===== src/rtl/unified_mem_arbiter_pkg.sv =====
// rtl/unified_mem_arbiter_pkg.sv - shared types and arbitration helper for the unified memory arbiter
package unified_mem_arbiter_pkg;

    // FSM encodings
    typedef enum logic [1:0] {
        ARB_IDLE   = 2'd0,
        ARB_BUSY_I = 2'd1,
        ARB_BUSY_D = 2'd2,
        ARB_RESP   = 2'd3
    } arb_state_t;

    // Requester identifiers
    typedef enum logic {
        PORT_IF = 1'b0,
        PORT_D  = 1'b1
    } arb_port_t;

    localparam logic [3:0] BE_FULL = 4'hF;

    // Select the winning port. A lone request always wins; on a tie the data
    // port wins in fixed-priority mode, otherwise the port not granted last.
    function automatic arb_port_t pick_winner(
        input logic      if_req,
        input logic      d_req,
        input logic      rr_mode,
        input arb_port_t last_grant
    );
        arb_port_t w;
        if (if_req && d_req) begin
            if (rr_mode) begin
                w = (last_grant == PORT_IF) ? PORT_D : PORT_IF;
            end else begin
                w = PORT_D;
            end
        end else if (d_req) begin
            w = PORT_D;
        end else begin
            w = PORT_IF;
        end
        return w;
    endfunction

endpackage


===== src/rtl/unified_mem_arbiter_timeout.sv =====
// rtl/unified_mem_arbiter_timeout.sv - cycle counter that flags an expired memory wait
//
// Ports:
//   clk      rising-edge clock
//   reset    asynchronous active-low reset
//   clear    synchronous clear to zero (has priority over enable)
//   enable   count up by one this cycle
//   expired  count has reached TIMEOUT
module arb_timeout_counter #(
    parameter int TIMEOUT = 15
) (
    input  logic clk,
    input  logic reset,
    input  logic clear,
    input  logic enable,
    output logic expired
);

    localparam int CNT_W = $clog2(TIMEOUT + 1);
    localparam logic [CNT_W-1:0] LIMIT = CNT_W'(TIMEOUT);

    logic [CNT_W-1:0] count_q;

    always_ff @(posedge clk or negedge reset) begin
        if (!reset) begin
            count_q <= '0;
        end else if (clear) begin
            count_q <= '0;
        end else if (enable) begin
            count_q <= count_q + CNT_W'(1);
        end
    end

    assign expired = (count_q == LIMIT);

endmodule


===== src/rtl/unified_mem_arbiter.sv =====
// rtl/unified_mem_arbiter.sv - shares one single-port memory between fetch and load/store ports
//
// Ports:
//   clk, reset                     clock, asynchronous active-low reset
//   if_req/if_addr                 fetch request in; if_gnt/if_rvalid/if_rdata out
//   d_req/d_we/d_be/d_addr/d_wdata load/store request in; d_gnt/d_rvalid/d_rdata out
//   mem_en/mem_we/mem_be/mem_addr/mem_wdata   memory access out
//   mem_rdata/mem_ready            memory response in
//   busy                           arbiter not idle
//   err                            one-cycle pulse when an access is abandoned
module unified_mem_arbiter
    import unified_mem_arbiter_pkg::*;
#(
    parameter int ADDR_W  = 6,
    parameter int RR_MODE = 0,
    parameter int TIMEOUT = 15
) (
    input  logic              clk,
    input  logic              reset,
    input  logic              if_req,
    input  logic [31:0]       if_addr,
    output logic              if_gnt,
    output logic              if_rvalid,
    output logic [31:0]       if_rdata,
    input  logic              d_req,
    input  logic              d_we,
    input  logic [3:0]        d_be,
    input  logic [31:0]       d_addr,
    input  logic [31:0]       d_wdata,
    output logic              d_gnt,
    output logic              d_rvalid,
    output logic [31:0]       d_rdata,
    output logic              mem_en,
    output logic              mem_we,
    output logic [3:0]        mem_be,
    output logic [ADDR_W-1:0] mem_addr,
    output logic [31:0]       mem_wdata,
    input  logic [31:0]       mem_rdata,
    input  logic              mem_ready,
    output logic              busy,
    output logic              err
);

    arb_state_t        state_q, state_d;
    arb_port_t         port_q;
    arb_port_t         last_grant_q;
    arb_port_t         winner;
    logic              req_we_q;
    logic [3:0]        req_be_q;
    logic [ADDR_W-1:0] req_addr_q;
    logic [31:0]       req_wdata_q;
    logic [31:0]       if_rdata_q;
    logic [31:0]       d_rdata_q;
    logic              grant;
    logic              in_busy;
    logic              expired;
    logic              mem_en_c;
    logic              err_c;

    // Byte-offset and out-of-range address bits carry no meaning here.
    logic unused_addr_bits;
    assign unused_addr_bits = ^{if_addr[31:ADDR_W+2], if_addr[1:0],
                                d_addr[31:ADDR_W+2], d_addr[1:0]};

    assign winner  = pick_winner(if_req, d_req, (RR_MODE != 0), last_grant_q);
    // Grant is combinational from the requests; gating with reset keeps the
    // gnt outputs low while reset is held.
    assign grant   = reset && (state_q == ARB_IDLE) && (if_req || d_req);
    assign in_busy = (state_q == ARB_BUSY_I) || (state_q == ARB_BUSY_D);

    // Counts cycles spent in BUSY_x; cleared everywhere else so every access
    // starts from zero.
    arb_timeout_counter #(
        .TIMEOUT (TIMEOUT)
    ) u_timeout (
        .clk     (clk),
        .reset   (reset),
        .clear   (!in_busy),
        .enable  (in_busy && !expired),
        .expired (expired)
    );

    always_comb begin
        state_d  = state_q;
        mem_en_c = 1'b0;
        err_c    = 1'b0;
        if_gnt   = 1'b0;
        d_gnt    = 1'b0;
        case (state_q)
            ARB_IDLE: begin
                if (grant) begin
                    if (winner == PORT_D) begin
                        d_gnt   = 1'b1;
                        state_d = ARB_BUSY_D;
                    end else begin
                        if_gnt  = 1'b1;
                        state_d = ARB_BUSY_I;
                    end
                end
            end
            ARB_BUSY_I, ARB_BUSY_D: begin
                if (expired) begin
                    // Abandon the access: strobe low, flag it, no response.
                    err_c   = 1'b1;
                    state_d = ARB_IDLE;
                end else begin
                    mem_en_c = 1'b1;
                    if (mem_ready) begin
                        state_d = ARB_RESP;
                    end
                end
            end
            ARB_RESP: begin
                state_d = ARB_IDLE;
            end
            default: begin
                state_d = ARB_IDLE;
            end
        endcase
    end

    always_ff @(posedge clk or negedge reset) begin
        if (!reset) begin
            state_q      <= ARB_IDLE;
            port_q       <= PORT_IF;
            last_grant_q <= PORT_IF;
            req_we_q     <= 1'b0;
            req_be_q     <= 4'h0;
            req_addr_q   <= '0;
            req_wdata_q  <= 32'h0;
            if_rdata_q   <= 32'h0;
            d_rdata_q    <= 32'h0;
        end else begin
            state_q <= state_d;
            if (grant) begin
                port_q       <= winner;
                last_grant_q <= winner;
                if (winner == PORT_D) begin
                    req_we_q    <= d_we;
                    req_be_q    <= d_be;
                    req_addr_q  <= d_addr[ADDR_W+1:2];
                    req_wdata_q <= d_wdata;
                end else begin
                    req_we_q    <= 1'b0;
                    req_be_q    <= BE_FULL;
                    req_addr_q  <= if_addr[ADDR_W+1:2];
                    req_wdata_q <= 32'h0;
                end
            end
            // Response data is captured per port so each rdata output holds
            // its own last value between rvalid pulses.
            if (mem_en_c && mem_ready) begin
                if (port_q == PORT_D) begin
                    d_rdata_q <= req_we_q ? 32'h0 : mem_rdata;
                end else begin
                    if_rdata_q <= mem_rdata;
                end
            end
        end
    end

    assign mem_en    = mem_en_c;
    assign mem_we    = req_we_q;
    assign mem_be    = req_be_q;
    assign mem_addr  = req_addr_q;
    assign mem_wdata = req_wdata_q;
    assign if_rvalid = (state_q == ARB_RESP) && (port_q == PORT_IF);
    assign d_rvalid  = (state_q == ARB_RESP) && (port_q == PORT_D);
    assign if_rdata  = if_rdata_q;
    assign d_rdata   = d_rdata_q;
    assign busy      = (state_q != ARB_IDLE);
    assign err       = err_c;

endmodule


===== config.mk =====
export PLATFORM = sky130hd
export DESIGN_NAME = unified_mem_arbiter
export DESIGN_NICKNAME = d
export VERILOG_FILES = /design/src/rtl/unified_mem_arbiter_pkg.sv /design/src/rtl/unified_mem_arbiter_timeout.sv /design/src/rtl/unified_mem_arbiter.sv
export SDC_FILE = /design/constraint.sdc
export NUM_CORES = 1
export LEC_CHECK = 0
export ABC_AREA = 1
export CAP_MARGIN = 20
export CELL_PAD_IN_SITES_DETAIL_PLACEMENT = 2
export CELL_PAD_IN_SITES_GLOBAL_PLACEMENT = 2
export CORE_ASPECT_RATIO = 2
export CORE_MARGIN = 1.5
export CORE_UTILIZATION = 22
export CTS_CLUSTER_DIAMETER = 200
export DETAILED_ROUTE_END_ITERATION = 8
export PLACE_DENSITY = 0.76
export SETUP_SLACK_MARGIN = 0.02
export SYNTH_ARGS = -nofsm -noshare
export SYNTH_HDL_FRONTEND = slang
export SYNTH_SLANG_ARGS = --single-unit

===== constraint.sdc =====
create_clock -name clk -period 1.96 [get_ports clk]
set_input_delay 0.196 -clock clk [delete_from_list [all_inputs] [get_ports clk]]
set_output_delay 0.196 -clock clk [all_outputs]
set_load 0.02 [all_outputs]

==> impl_metrics.csv, run 1 <==
group,metric,value,unit
outcome,run_status,"completed",
setup_path,slowest_stage,"dfrtp_1",
synthesis,yosys_warnings,0,
clocking,cts-root-buf,"clkbuf_16",
global_routing,grt-ovfl-total,0,
min_path,worstHoldEndpoint,"mem_wdata[15]$_DFFE_PN0P_",
synthesis,synth_top_family_by_area,"simple AND/OR/NAND/NOR gates",
die,core_area,22000,sq um
synthesis,synth_fp_nets,656,
synthesis,synth_mux_area_frac,0,
setup_path,crit_type,"register to output pin",
layout,final_area,7830,sq um
timing,slew_violations,0,
die,initial_core_util,0.223,
die,fp-row-count,77,
layout,layout-drive-gt1-share,0.163,
layout,area_growth,59.6,%
setup_path,path_cells,"inv_1, ha_1, nand2_1, inv_1, nand2_2, nor2_2, buf_2",
drt,firstDrtPassIters,4,
setup_path,reg2reg_slack,0.26,ns
drt,wl,15800,um
clocking,clkSinkCount,114,
setup_path,crit_arrival,1.60,ns
setup_path,crit_top_cell,"inv_1",
placement,gp_congestion,0.740,
layout,fin_cells,1011,
setup_path,cp-start-kind,"register",
timing,grt_setup_unrepaired,"no",
clocking,cts_made_buffers,17,
synthesis,synth-seq-cells,114,
placement,dp_hpwl,11500,um
drt,route.vias.total,4201,
synthesis,synth_simple_gate_area_frac,0.206,
global_routing,track_usage,0.147,
synthesis,syn_area_per_cell,9.55,sq um
setup_path,cp_max_fo,3,
drt,final_antenna_net_count,0,
clocking,cts_setup_buffers,0,
clocking,clk_pin_slew,0.06,ns
timing,fin_hold_ws,0.318,ns
power,power_density,1750,nW/um^2
placement,port_buffers,199,
timing,final-hold-violation-count,0,
timing,fmax,0.556,GHz
global_routing,grt_start_max_net_pins,115,
layout,mostFrequentLayoutCells,"nand2_1, clkdlybuf4s50_1, dfrtp_1, o21ai_2, inv_1",
min_path,min_path_type,"primary input to register",
synthesis,ys_seq_area_frac,0.581,
power,ir_worst_vdd,0.651,mV
synthesis,synth_compound_area_frac,0.128,
timing,finalSetupViolCount,0,
run,drv_cap,0,
global_routing,antenna_found_initial,0,
setup_path,reg2reg_depth,8,
synthesis,yosysUniqueCellTypes,20,
drt,wl_per_cell,15.7,um
min_path,hold-path-cell-count,3,
clocking,cts_tree,"done",
die,die_x,109,um
timing,relSlewSlack,0.573,
setup_path,slowest_delay,0.39,ns
timing,clock_skew,0.00649,ns
clocking,cts_max_level,4,
synthesis,synth_area,4910,sq um
die,dieArea,23300,sq um
timing,fin_crit_sh,0.918,
global_routing,grt_pass1_wl,25800,um
setup_path,worstSetupEndpointType,"output pin",
global_routing,first_global_vias,4856,
die,die_h,214,um
placement,post_dp_cell_area,7180,sq um
die,top_level_ports,252,
synthesis,synth_xor_area_frac,0,
layout,diodes,0,
power,p_leak,3.73,nW
synthesis,postSynthCellCount,514,
min_path,worstHoldStart,"d_wdata[15]",
clocking,cts_buffer_depth,2,
synthesis,synthAdderAreaFrac,0.0102,
setup_path,cp.required,1.76,ns
clocking,clk_latency,0.41,ns
timing,period_minus_slack,1.80,ns
drt,via_per_inst,4.16,
drt,drt_iter0_drc,91,
layout,mostFrequentLayoutCell,"nand2_1",
setup_path,r2r-start,"state_q[0]$_DFFE_PN0P_",
drt,drcViolationCount,0,
setup_path,reg2reg_to,"mem_be[1]$_DFFE_PN0P_",
timing,worst_pin_slew,0.641,ns
layout,nets,864,
placement,placed_cells,978,
==> where the power goes <==
part           switching [W]  internal (W)
logic                0.00355       0.00277
clock network        0.00111       0.00229
registers           0.000566       0.00340
total                0.00522       0.00845
==> worst max-delay path: cells and delay by family, from the launching register on <==
| family | cells | cell delay [ns] |
|---|---|---|
| simple gates | 3 | 0.23 |
| fa+ha+maj | 1 | 0.19 |
| buf+inv | 3 | 0.37 |
| flops | 1 | 0.39 |
==> worst max-delay path by stage <==
stage,slack [ns],from,end,cells past startpoint
after floorplan,0.45,state_q[0]$_DFFE_PN0P_,u_timeout.count_q[0]$_DFFE_PN0P_,6
after global placement,0.05,d_req,mem_be[2]$_DFFE_PN0P_,7
after detailed placement,-0.002,d_req,mem_be[1]$_DFFE_PN0P_,7
after CTS,0.03,state_q[0]$_DFFE_PN0P_,mem_en,5
after global routing,0.03,state_q[0]$_DFFE_PN0P_,err,5
final,0.16,state_q[0]$_DFFE_PN0P_,if_gnt,7
==> metrics by stage <==
step / total power, W / util / setup WS (ns) / setup TNS (ns)
after floorplan: 0.00748 / - / 0.452 / 0
after global placement: 0.0103 / 0.327 / 0.0483 / 0
after detailed placement: 0.0105 / 0.327 / -0.00176 / -0.00350
after CTS: 0.0140 / 0.356 / 0.0296 / 0
after global routing: 0.0146 / 0.356 / 0.0317 / 0
final: 0.0137 / 0.356 / 0.161 / 0
==> sequential cells by signal (all words and copies together) (netlist names) <==
register           flops
mem_wdata             32
mem_be                 4
port_q                 1
mem_we                 1
if_rdata              32
state_q                2
u_timeout.count_q      4
mem_addr               6
d_rdata               32
==> repair_timing <==
item,4_1_cts,5_1_grt
pin swaps,0,0
cloned,0,0
resized for setup,19,4
endpoints found under the setup margin,7,9
hold buffers,1,0
endpoints found under the hold margin,114,0
==> final cells by class <==
type	instances	area, sq um
tap	276	345
multi-input combinational	329	1690
fill	2482	14100
inverter	48	180
clock buffer	23	498
clock inverter	9	150
sequential	114	2850
timing repair buffer	212	2110
==> cell usage after synthesis <==
master | count | area share
nand4_4 | 2 | 0.0087
clkbuf_1 | 6 | 0.0046
o21ai_0 | 4 | 0.0041
o22a_1 | 4 | 0.0071
dfrtp_1 | 114 | 0.58
o21ai_2 | 64 | 0.11
buf_2 | 4 | 0.0041
buf_4 | 1 | 0.0015
buf_6 | 12 | 0.028
a31oi_1 | 2 | 0.0025
ha_1 | 4 | 0.010
nor2_2 | 1 | 0.0013
nand2_1 | 232 | 0.18
nand3_1 | 10 | 0.010
inv_2 | 1 | 0.00076
nand3_4 | 1 | 0.0036
nand4_1 | 1 | 0.0013
inv_1 | 47 | 0.036
nand2_2 | 1 | 0.0013
nor2_1 | 3 | 0.0023
==> layer usage <==
layer,up-vias,global-route usage,part of all wire
met3,12,0.0459,0.062
met1,2043,0.146,0.36
met2,142,0.276,0.56
met5,-,0,0
li1,2004,-,-
met4,0,0.0526,0.013
==> cell families after synthesis <==
kind of cell | count (synthesis)
compound gates | 74
buf+inv | 71
fa+ha+maj | 4
flops | 114
simple gates | 251
Note: power is estimated with default switching activity, not from simulation.
==> inputs of run 2 (changes only) <==
--- a/config.mk
+++ b/config.mk
@@ -16,6 +16,7 @@
 export DETAILED_ROUTE_END_ITERATION = 8
 export PLACE_DENSITY = 0.76
 export SETUP_SLACK_MARGIN = 0.02
+export SLEW_MARGIN = 20
 export SYNTH_ARGS = -nofsm -noshare
 export SYNTH_HDL_FRONTEND = slang
 export SYNTH_SLANG_ARGS = --single-unit
==> results of run 2 <==
The final DEF is identical to that of run 1; final timing and power are the same.
